===== src/rtl/pipe_hazard_ctrl_pkg.sv =====
// Shared pipeline definitions: sequencer states, error codes and the opcode
// constants that decode and the hazard sequencer both refer to.
package rv_pipe_pkg;

  typedef enum logic [1:0] {
    RUN    = 2'd0,
    FREEZE = 2'd1,
    HALT   = 2'd2
  } state_t;

  typedef enum logic [1:0] {
    ERR_NONE    = 2'd0,
    ERR_ILLEGAL = 2'd1,
    ERR_TIMEOUT = 2'd2
  } err_t;

  localparam int TIMER_W = 8;

  localparam logic [6:0] OPC_LOAD   = 7'b0000011;
  localparam logic [6:0] OPC_STORE  = 7'b0100011;
  localparam logic [6:0] OPC_OPIMM  = 7'b0010011;
  localparam logic [6:0] OPC_OP     = 7'b0110011;
  localparam logic [6:0] OPC_BRANCH = 7'b1100011;
  localparam logic [6:0] OPC_JALR   = 7'b1100111;
  localparam logic [6:0] OPC_JAL    = 7'b1101111;

endpackage


===== src/rtl/pipe_hazard_ctrl_if.sv =====
// Bundle between the pipeline datapath (master) and the hazard sequencer (slave).
interface pipe_hazard_ctrl_if #(parameter int CNT_W = 32);

  logic [4:0]       id_rs1;
  logic [4:0]       id_rs2;
  logic             id_use_rs1;
  logic             id_use_rs2;
  logic             id_is_branch;
  logic             id_illegal;
  logic             id_jump;
  logic [4:0]       ex_rd;
  logic             ex_reg_write;
  logic             ex_mem_read;
  logic [4:0]       mem_rd;
  logic             mem_mem_read;
  logic             mem_busy;
  logic             pc_we;
  logic             ifid_we;
  logic             ifid_flush;
  logic             idex_bubble;
  logic             halted;
  logic [1:0]       err_code;
  logic [CNT_W-1:0] stall_cnt;
  logic [CNT_W-1:0] flush_cnt;

  modport master (
    output id_rs1, id_rs2, id_use_rs1, id_use_rs2, id_is_branch, id_illegal,
           id_jump, ex_rd, ex_reg_write, ex_mem_read, mem_rd, mem_mem_read,
           mem_busy,
    input  pc_we, ifid_we, ifid_flush, idex_bubble, halted, err_code,
           stall_cnt, flush_cnt
  );

  modport slave (
    input  id_rs1, id_rs2, id_use_rs1, id_use_rs2, id_is_branch, id_illegal,
           id_jump, ex_rd, ex_reg_write, ex_mem_read, mem_rd, mem_mem_read,
           mem_busy,
    output pc_we, ifid_we, ifid_flush, idex_bubble, halted, err_code,
           stall_cnt, flush_cnt
  );

endinterface


===== src/rtl/pipe_hazard_ctrl_hazard_detect.sv =====
// Combinational operand hazard check for the instruction sitting in decode.
// Register x0 is hardwired to zero, so it never creates a dependency.
module hazard_detect (
  input  logic [4:0] i_id_rs1,
  input  logic [4:0] i_id_rs2,
  input  logic       i_id_use_rs1,
  input  logic       i_id_use_rs2,
  input  logic       i_id_is_branch,
  input  logic [4:0] i_ex_rd,
  input  logic       i_ex_reg_write,
  input  logic       i_ex_mem_read,
  input  logic [4:0] i_mem_rd,
  input  logic       i_mem_mem_read,
  output logic       o_stall
);

  logic w_m1;
  logic w_m2;
  logic w_ex_hit;
  logic w_mem_hit;
  logic w_load_use;
  logic w_br_haz;

  assign w_m1      = i_id_use_rs1 & (i_id_rs1 != 5'd0);
  assign w_m2      = i_id_use_rs2 & (i_id_rs2 != 5'd0);
  assign w_ex_hit  = (w_m1 & (i_id_rs1 == i_ex_rd))  | (w_m2 & (i_id_rs2 == i_ex_rd));
  assign w_mem_hit = (w_m1 & (i_id_rs1 == i_mem_rd)) | (w_m2 & (i_id_rs2 == i_mem_rd));

  // Branches resolve in ID, so they must also wait for ALU results still in EX
  // and for loads still in MEM, which the forwarding paths cannot cover.
  assign w_load_use = i_ex_mem_read & w_ex_hit;
  assign w_br_haz   = i_id_is_branch &
                      ((i_ex_reg_write & w_ex_hit) | (i_mem_mem_read & w_mem_hit));
  assign o_stall    = w_load_use | w_br_haz;

endmodule


===== src/rtl/pipe_hazard_ctrl.sv =====
// Stall/flush/freeze sequencer for the 5-stage pipeline, with a sticky halt on
// illegal decode or data-memory timeout and stall/flush performance counters.
module pipe_hazard_ctrl
  import rv_pipe_pkg::*;
#(
  parameter int TIMEOUT = 16,
  parameter int CNT_W   = 32
) (
  input logic               clk,
  input logic               reset_n,
  pipe_hazard_ctrl_if.slave bus
);

  localparam logic [TIMER_W-1:0] TIMEOUT_V = TIMER_W'(TIMEOUT);

  state_t             r_state;
  err_t               r_err;
  logic [TIMER_W-1:0] r_timer;
  logic [CNT_W-1:0]   r_stall_cnt;
  logic [CNT_W-1:0]   r_flush_cnt;

  state_t             w_next_state;
  err_t               w_err_next;
  logic [TIMER_W-1:0] w_timer_next;
  logic               w_stall;
  logic               w_pc_we;
  logic               w_ifid_we;
  logic               w_ifid_flush;
  logic               w_idex_bubble;
  logic               w_stall_inc;
  logic               w_flush_inc;

  hazard_detect u_hazard_detect (
    .i_id_rs1       (bus.id_rs1),
    .i_id_rs2       (bus.id_rs2),
    .i_id_use_rs1   (bus.id_use_rs1),
    .i_id_use_rs2   (bus.id_use_rs2),
    .i_id_is_branch (bus.id_is_branch),
    .i_ex_rd        (bus.ex_rd),
    .i_ex_reg_write (bus.ex_reg_write),
    .i_ex_mem_read  (bus.ex_mem_read),
    .i_mem_rd       (bus.mem_rd),
    .i_mem_mem_read (bus.mem_mem_read),
    .o_stall        (w_stall)
  );

  always_ff @(posedge clk or negedge reset_n) begin
    if (!reset_n) begin
      r_state     <= RUN;
      r_err       <= ERR_NONE;
      r_timer     <= '0;
      r_stall_cnt <= '0;
      r_flush_cnt <= '0;
    end else begin
      r_state <= w_next_state;
      r_err   <= w_err_next;
      r_timer <= w_timer_next;
      if (w_stall_inc) r_stall_cnt <= r_stall_cnt + CNT_W'(1);
      if (w_flush_inc) r_flush_cnt <= r_flush_cnt + CNT_W'(1);
    end
  end

  // A memory wait outranks decode hazards: the whole pipe holds without a
  // bubble, and a pending jump is re-evaluated once operands are ready.
  always_comb begin
    w_next_state  = r_state;
    w_err_next    = r_err;
    w_timer_next  = r_timer;
    w_pc_we       = 1'b0;
    w_ifid_we     = 1'b0;
    w_ifid_flush  = 1'b0;
    w_idex_bubble = 1'b0;
    w_stall_inc   = 1'b0;
    w_flush_inc   = 1'b0;
    case (r_state)
      RUN: begin
        if (bus.id_illegal) begin
          w_idex_bubble = 1'b1;
          w_next_state  = HALT;
          w_err_next    = ERR_ILLEGAL;
        end else if (bus.mem_busy) begin
          w_next_state = FREEZE;
          w_timer_next = TIMER_W'(1);
        end else if (w_stall) begin
          w_idex_bubble = 1'b1;
          w_stall_inc   = 1'b1;
        end else if (bus.id_jump) begin
          w_pc_we      = 1'b1;
          w_ifid_we    = 1'b1;
          w_ifid_flush = 1'b1;
          w_flush_inc  = 1'b1;
        end else begin
          w_pc_we   = 1'b1;
          w_ifid_we = 1'b1;
        end
      end
      FREEZE: begin
        if (!bus.mem_busy) begin
          w_next_state = RUN;
          w_timer_next = '0;
        end else if (r_timer == TIMEOUT_V) begin
          w_next_state = HALT;
          w_err_next   = ERR_TIMEOUT;
        end else begin
          w_timer_next = r_timer + TIMER_W'(1);
        end
      end
      HALT: begin
        w_idex_bubble = 1'b1;
      end
      default: begin
        w_next_state = RUN;
      end
    endcase
  end

  assign bus.pc_we       = w_pc_we;
  assign bus.ifid_we     = w_ifid_we;
  assign bus.ifid_flush  = w_ifid_flush;
  assign bus.idex_bubble = w_idex_bubble;
  assign bus.halted      = (r_state == HALT);
  assign bus.err_code    = r_err;
  assign bus.stall_cnt   = r_stall_cnt;
  assign bus.flush_cnt   = r_flush_cnt;

endmodule


===== src/flat_wrapper.sv =====
// flat-port wrapper written by rule: the top's interface ports become plain ports
module pipe_hazard_ctrl_flat import rv_pipe_pkg::*;
#(
  parameter int TIMEOUT = 16,
  parameter int CNT_W   = 32
)
  (clk, reset_n, bus_id_rs1, bus_id_rs2, bus_id_use_rs1, bus_id_use_rs2, bus_id_is_branch, bus_id_illegal, bus_id_jump, bus_ex_rd, bus_ex_reg_write, bus_ex_mem_read, bus_mem_rd, bus_mem_mem_read, bus_mem_busy, bus_pc_we, bus_ifid_we, bus_ifid_flush, bus_idex_bubble, bus_halted, bus_err_code, bus_stall_cnt, bus_flush_cnt);
  pipe_hazard_ctrl_if #(.CNT_W(CNT_W)) bus_i ();
  input logic clk;
  input logic reset_n;
  input wire logic [$bits(bus_i.id_rs1)-1:0] bus_id_rs1;
  input wire logic [$bits(bus_i.id_rs2)-1:0] bus_id_rs2;
  input wire logic [$bits(bus_i.id_use_rs1)-1:0] bus_id_use_rs1;
  input wire logic [$bits(bus_i.id_use_rs2)-1:0] bus_id_use_rs2;
  input wire logic [$bits(bus_i.id_is_branch)-1:0] bus_id_is_branch;
  input wire logic [$bits(bus_i.id_illegal)-1:0] bus_id_illegal;
  input wire logic [$bits(bus_i.id_jump)-1:0] bus_id_jump;
  input wire logic [$bits(bus_i.ex_rd)-1:0] bus_ex_rd;
  input wire logic [$bits(bus_i.ex_reg_write)-1:0] bus_ex_reg_write;
  input wire logic [$bits(bus_i.ex_mem_read)-1:0] bus_ex_mem_read;
  input wire logic [$bits(bus_i.mem_rd)-1:0] bus_mem_rd;
  input wire logic [$bits(bus_i.mem_mem_read)-1:0] bus_mem_mem_read;
  input wire logic [$bits(bus_i.mem_busy)-1:0] bus_mem_busy;
  output wire logic [$bits(bus_i.pc_we)-1:0] bus_pc_we;
  output wire logic [$bits(bus_i.ifid_we)-1:0] bus_ifid_we;
  output wire logic [$bits(bus_i.ifid_flush)-1:0] bus_ifid_flush;
  output wire logic [$bits(bus_i.idex_bubble)-1:0] bus_idex_bubble;
  output wire logic [$bits(bus_i.halted)-1:0] bus_halted;
  output wire logic [$bits(bus_i.err_code)-1:0] bus_err_code;
  output wire logic [$bits(bus_i.stall_cnt)-1:0] bus_stall_cnt;
  output wire logic [$bits(bus_i.flush_cnt)-1:0] bus_flush_cnt;
  assign bus_i.id_rs1 = bus_id_rs1;
  assign bus_i.id_rs2 = bus_id_rs2;
  assign bus_i.id_use_rs1 = bus_id_use_rs1;
  assign bus_i.id_use_rs2 = bus_id_use_rs2;
  assign bus_i.id_is_branch = bus_id_is_branch;
  assign bus_i.id_illegal = bus_id_illegal;
  assign bus_i.id_jump = bus_id_jump;
  assign bus_i.ex_rd = bus_ex_rd;
  assign bus_i.ex_reg_write = bus_ex_reg_write;
  assign bus_i.ex_mem_read = bus_ex_mem_read;
  assign bus_i.mem_rd = bus_mem_rd;
  assign bus_i.mem_mem_read = bus_mem_mem_read;
  assign bus_i.mem_busy = bus_mem_busy;
  assign bus_pc_we = bus_i.pc_we;
  assign bus_ifid_we = bus_i.ifid_we;
  assign bus_ifid_flush = bus_i.ifid_flush;
  assign bus_idex_bubble = bus_i.idex_bubble;
  assign bus_halted = bus_i.halted;
  assign bus_err_code = bus_i.err_code;
  assign bus_stall_cnt = bus_i.stall_cnt;
  assign bus_flush_cnt = bus_i.flush_cnt;
  pipe_hazard_ctrl #(.TIMEOUT(TIMEOUT), .CNT_W(CNT_W)) u_core (.clk(clk), .reset_n(reset_n), .bus(bus_i));
endmodule

===== config.mk =====
export PLATFORM = sky130hd
export DESIGN_NAME = pipe_hazard_ctrl_flat
export DESIGN_NICKNAME = d
export VERILOG_FILES = /design/src/rtl/pipe_hazard_ctrl_pkg.sv /design/src/rtl/pipe_hazard_ctrl_if.sv /design/src/rtl/pipe_hazard_ctrl_hazard_detect.sv /design/src/rtl/pipe_hazard_ctrl.sv /design/src/flat_wrapper.sv
export SDC_FILE = /design/constraint.sdc
export NUM_CORES = 1
export LEC_CHECK = 0
export BUFFER_PORTS_ARGS = -buffer_cell sky130_fd_sc_hd__buf_2
export CAP_MARGIN = 20
export CORE_MARGIN = 2
export CORE_UTILIZATION = 45
export CTS_BUF_LIST = sky130_fd_sc_hd__clkbuf_4
export CTS_CLUSTER_SIZE = 30
export DETAILED_ROUTE_END_ITERATION = 10
export GPL_TIMING_DRIVEN = 1
export PLACE_DENSITY = 0.74
export SKIP_CTS_REPAIR_TIMING = 1
export SYNTH_ARGS = -nofsm -noshare
export SYNTH_HDL_FRONTEND = slang
export SYNTH_SLANG_ARGS = --single-unit
export TNS_END_PERCENT = 100

===== constraint.sdc =====
create_clock -name clk -period 1.82 [get_ports clk]
set_input_delay 0.182 -clock clk [delete_from_list [all_inputs] [get_ports clk]]
set_output_delay 0.182 -clock clk [all_outputs]
set_load 0.01 [all_outputs]

* Word-level counts from Yosys, hierarchy flattened *
Cells that the tools add are included.

operators by class
  add/sub/neg operators = 3
  equal/unequal tests = 15
  multiplexer cells = 28
  bitwise operators = 15
  reductions and logical operators = 7

operator list
  kind                                                   count
  adder 32 x 1 -> 32 bit, second input constant          2
  2-to-1 mux 8 bit                                       4
  == test 5 bit                                          4
  one-hot mux 8 bit (2 select lines)                     1
  2-to-1 mux 1 bit                                       14
  2-to-1 mux 2 bit                                       6
  AND 1 bit                                              10
  nonzero test 5 bit                                     2
  adder 8 x 1 -> 8 bit, second input constant            1
  == test 8 x 5 -> 1 bit, second input constant          1
  inequality test 2 bit, second input constant           4
  AND reduction 4 bit                                    2
  inequality test 3 bit, second input constant           2
  one-hot mux 2 bit (3 select lines)                     1
  OR 1 bit                                               4
  one-hot mux 2 bit (2 select lines)                     1
  inequality test 3 x 2 -> 1 bit, second input constant  1
  AND reduction 3 bit                                    1
  == test 2 x 1 -> 1 bit, second input constant          1
  == test 2 bit, second input constant                   1
  zero test 2 bit                                        1
  inequality test 2 x 1 -> 1 bit, second input constant  1
  one-hot mux 1 bit (2 select lines)                     1
  nonzero test 2 bit                                     1
  NOT 1 bit                                              1

storage, ports and cells
  flip-flop bits (word level) = 76
  input port bits = 31
  logic and storage cells = 73

* Longest topological paths before layout *
  depth after elaboration = 12
  mapped depth = 8
  depth with buffers taken out = 8

* By module *
A second synthesis with hierarchy kept.

unflattened totals
  cells, all modules = 372
  area total of the unflattened synthesis = 3852.4 µm²

by module, submodules not included
  module            instances  cells each  area an instance (µm²)
  pipe_hazard_ctrl  1          335         3582.2
  hazard_detect     1          37          270.3

* Least setup slack after synthesis *
No wires, ideal clock.

  path kind = flip-flop to flip-flop
  from = register u_core.r_stall_cnt[2] (netlist: u_core.bus.stall_cnt[2])
  to = register u_core.r_stall_cnt[27] (netlist: u_core.bus.stall_cnt[27])
  library setup time = 0.125 ns
  data arrival time = 1.859 ns
  required time = 1.695 ns
  path slack = -0.164 ns
  cell stages (with the launch flop) = 7
  path buffers = 0
  clock period less this slack = 1.984 ns
  cell sequence = dfrtp_1 -> nand4_1 -> nor4_1 -> nand3_1 -> nor4_1 -> nand4_1 -> xnor2_1

on the way
  cells in the longest elaborated chain, start to end = 1

ends and longest elaborated chain
  item                    line                    RTL
  start, declared         pipe_hazard_ctrl.sv:19  logic [CNT_W-1:0] r_stall_cnt;
  start signal, assigned  pipe_hazard_ctrl.sv:58  if (w_stall_inc) r_stall_cnt <= r_stall_cnt + CNT_W'(1);
  adder 32 x 1 -> 32 bit  pipe_hazard_ctrl.sv:58

Every way passes these cells.
A chain may end at the register's enable or synchronous reset.

* Worst setup path in the final report *
  from = register u_core.r_flush_cnt[6] (netlist: u_core.bus.flush_cnt[6])
  to = register u_core.r_flush_cnt[31] (netlist: u_core.bus.flush_cnt[31])

on the way
  cells in the longest elaborated chain, start to end = 1

ends and longest elaborated chain
  item                    line                    RTL
  start, declared         pipe_hazard_ctrl.sv:20  logic [CNT_W-1:0] r_flush_cnt;
  start signal, assigned  pipe_hazard_ctrl.sv:59  if (w_flush_inc) r_flush_cnt <= r_flush_cnt + CNT_W'(1);
  adder 32 x 1 -> 32 bit  pipe_hazard_ctrl.sv:59

Every way passes these cells.

==> out/metrics.csv <==
stage;metric;value;unit
floorplanning;start_util;0.466;
logic_synthesis;ys.flop_type;dfrtp_1;
floorplanning;die_area;0.00981;sq mm
global_routing;grt_antenna_before_repair;0;
critical_path;r2r-start;u_core.bus.flush_cnt[6];
logic_synthesis;syn_area;0.00406;sq mm
route;drt_iter0_drc;141;
route;drtAntennaViolNets;0;
logic_synthesis;synth_warnings;0;
power_and_ir_drop;clkPwrFrac;0.318;
critical_path;critPathKind;flip-flop to flip-flop;
critical_path;critical_path.max_stage_delay;0.44;ns
placed_design;dp_hpwl;7.09;mm
clock_network;clk_pin_slew;0.14;ns
logic_synthesis;seq_area_frac_synth;0.468;
placed_design;place_congestion;0.945;
logic_synthesis;synthCells;410;
floorplanning;std_cell_rows;34;
layout;nFillCells;691;
power_and_ir_drop;seqPwrFrac;0.549;
timing;whs;0.172;ns
clock_network;cts_buffers;9;
layout;drive_above_1_share;0.414;
timing;setup_viol;14;
power_and_ir_drop;pwr_density_cell;571;mW/mm^2
placed_design;pre_cts_ws;-0.152;ns
clock_network;cts_tree;yes;
clock_network;cts.sinks;76;
flow_run;cap_violations;0;
timing;worst_slew_pin_slew;0.399;ns
hold_path;hp-class;input port to async pin;
floorplanning;num_io_pins;102;
timing;fin_crit_sh;1.07;
power_and_ir_drop;p_sw_frac;0.276;
route;firstDrtPassIters;4;
critical_path;r2r_slack;-0.12;ns
floorplanning;coreArea;0.00872;sq mm
critical_path;crit_path_start;u_core.bus.flush_cnt[6];
critical_path;worstPathRequired;2.16;ns
layout;multiInputGateArea;0.00237;sq mm
power_and_ir_drop;p_switching;904;uW
critical_path;cp_top_family;simple AND/OR/NAND/NOR gates;
timing;period_minus_slack;1.94;ns
global_routing;first_global_vias;3458;
power_and_ir_drop;p_comb_frac;0.133;
global_routing;grt_max_degree;41;
placed_design;portBuffers;101;
route;wirelength;11.1;mm
logic_synthesis;synth_top_cell_by_area;dfrtp_1;
global_routing;grt_util_all_layers;0.204;
critical_path;startpoint_type;flip-flop;
power_and_ir_drop;p_int;2.37;mW
floorplanning;fp.dieH;99.0;um
route;wl_per_cell;16.3;um
route;routed_via_density;5.52;
clock_network;htree_levels;3;
logic_synthesis;syn-num-nets;445;
critical_path;cp_num_buf_inv;1;
critical_path;cp_data_arrival_time;2.28;ns
timing;hold_violations;0;
timing;relSlewSlack;0.732;
critical_path;worstPathMaxFanout;7;
outcome;violations;negative setup slack;
layout;ff_latch_area;0.00190;sq mm
route;drc;0;
critical_path;path_cells;nand4_1 -> nor3_2 -> buf_4 -> and4_4 -> nand3_4 -> nor4_4 -> xor2_1;
layout;fin_nets;602;
outcome;outcome;finished, violations left;
floorplanning;die_w;99.0;um
route;vias;3755;
global_routing;overflow;0;
timing;rsz0062_at_grt;yes;
clock_network;cts_buffer_depth;2;
critical_path;critPathSlowestCell;dfrtp_1;
layout;diodes;0;
power_and_ir_drop;p_leak;2.83;nW
logic_synthesis;synth_edf_count;0;
logic_synthesis;synth_top_area_share;0.468;
logic_synthesis;ys_ff_latch;76;
logic_synthesis;ys_types;40;
layout;syn2layout_area_growth;41.2;%
power_and_ir_drop;ir_drop;378;uV
critical_path;worstSetupEndpointType;flip-flop;
timing;fmax;0.515;GHz
clock_network;worstSkewPairLatency;0.43;ns
logic_synthesis;async_reset_ff_frac;1.00;
logic_synthesis;avgSynthCellArea;9.91;sq um
timing;finalMaxSlewViolations;0;
logic_synthesis;synth_area_leaders;dfrtp_1 47%, xor2_1 9.7%, xnor2_1 8.8%;
clock_network;cts_root_buf;clkbuf_4;
timing;fin_worst_skew;0.0216;ns
timing;layout_setup_ws;-0.120;ns
global_routing;grt_pass1_wl;16.4;mm
==> area by class of cell <==
| type | instances | area share |
|---|---|---|
| repair buffers | 162 | 0.193 |
| well taps | 108 | 0.0236 |
| clock inverters | 6 | 0.0113 |
| multi-input cells | 298 | 0.413 |
| clock buffers | 10 | 0.0131 |
| flip-flops and latches | 76 | 0.331 |
| inverters | 20 | 0.0140 |
==> flip-flops by register name, summed over array words and instances, names as in the netlist <==
register,count
u_core.bus.err_code,2
u_core.r_timer,8
u_core.bus.flush_cnt,32
u_core.r_state,2
u_core.bus.stall_cnt,32
==> cells by family (layout without fill, tap and decap cells) <==
| group | count (synthesis) | in the layout | synth area share |
|---|---|---|---|
| AO/OA/AOI/OAI | 22 | 22 | 0.0388 |
| multiplexers | 3 | 3 | 0.00800 |
| adder cells (fa/ha/maj) | 4 | 4 | 0.0123 |
| buffers and inverters | 36 | 198 | 0.0376 |
| AND/OR/NAND/NOR | 183 | 183 | 0.250 |
| flip-flops | 76 | 76 | 0.468 |
| XOR/XNOR | 86 | 86 | 0.185 |
==> synth_stat cells (all sizes together), types with 2 or more instances <==
cell type / count
nor3b: 2
a22oi: 2
nor2b: 4
nor3: 24
o21ai: 4
buf: 7
o22ai: 2
clkbuf: 9
and3: 19
inv: 20
nor4: 14
ha: 4
dfrtp: 76
and2: 8
xor2: 45
and4: 5
nand4: 30
nand3: 24
mux2: 2
a21oi: 8
nand2: 23
xnor2: 41
nor2: 24
or4: 2
==> per-layer routing <==
| metal | track usage | up-vias | routed length, um |
|---|---|---|---|
| met2 | 0.326 | 115 | 5680 |
| li1 | - | 1754 | - |
| met4 | 0.0485 | 0 | 59 |
| met3 | 0.0589 | 6 | 616 |
| met5 | 0 | - | 0 |
| met1 | 0.275 | 1880 | 4730 |
==> path summary, 6_finish.rpt <==
kind                                            endpoint  cells past startpoint
min in group clk                       u_core.r_timer[0]                      3
worst max register to register  u_core.bus.flush_cnt[31]                      7
worst min register to register  u_core.bus.stall_cnt[31]                      1
worst min-delay path            u_core.bus.stall_cnt[20]                      2
worst max-delay path            u_core.bus.flush_cnt[31]                      7
max in group asynchronous       u_core.bus.flush_cnt[17]                      3
==> layout by cell type, fill, tap and decap left out, types with 3 or more instances in the layout <==
master,count
buf_6,8
dfrtp_1,76
clkbuf_4,10
nand2_1,23
xnor2_1,41
buf_4,53
clkinv_4,3
nand3_2,3
and3_1,17
inv_1,17
nor2_1,22
nand3_1,20
and4_1,4
ha_1,3
nor3_2,10
nor4_2,8
buf_12,4
nor4_4,4
buf_2,93
nor2b_1,3
nor3_4,6
and2_1,7
nor3_1,8
xor2_1,43
nand4_1,30
a21oi_1,8
==> power by group through the flow <==
stage,Clock (mW),Sequential (mW),Combinational (mW)
finish,1.04,1.80,0.435
global route,1.15,1.81,0.477
CTS,1.07,1.79,0.365
detailed placement,0,1.82,0.364
global placement,0,1.82,0.349
floorplan,0,1.85,0.135
==> per-stage QoR <==
stage	utilization	setup TNS (ns)	power, mW	instance area [sq um]	cells
3_5_place_dp	0.572	-2.83	2.19	4990	641
3_3_place_gp	0.572	-0.963	2.17	4990	641
5_1_grt	0.658	-2.94	3.43	5740	680
4_1_cts	0.588	-1.15	3.23	5130	657
2_1_floorplan	-	0	1.98	4090	410
6_report	0.658	-0.660	3.28	5740	680
No activity file was read; power rests on OpenSTA's default activity.
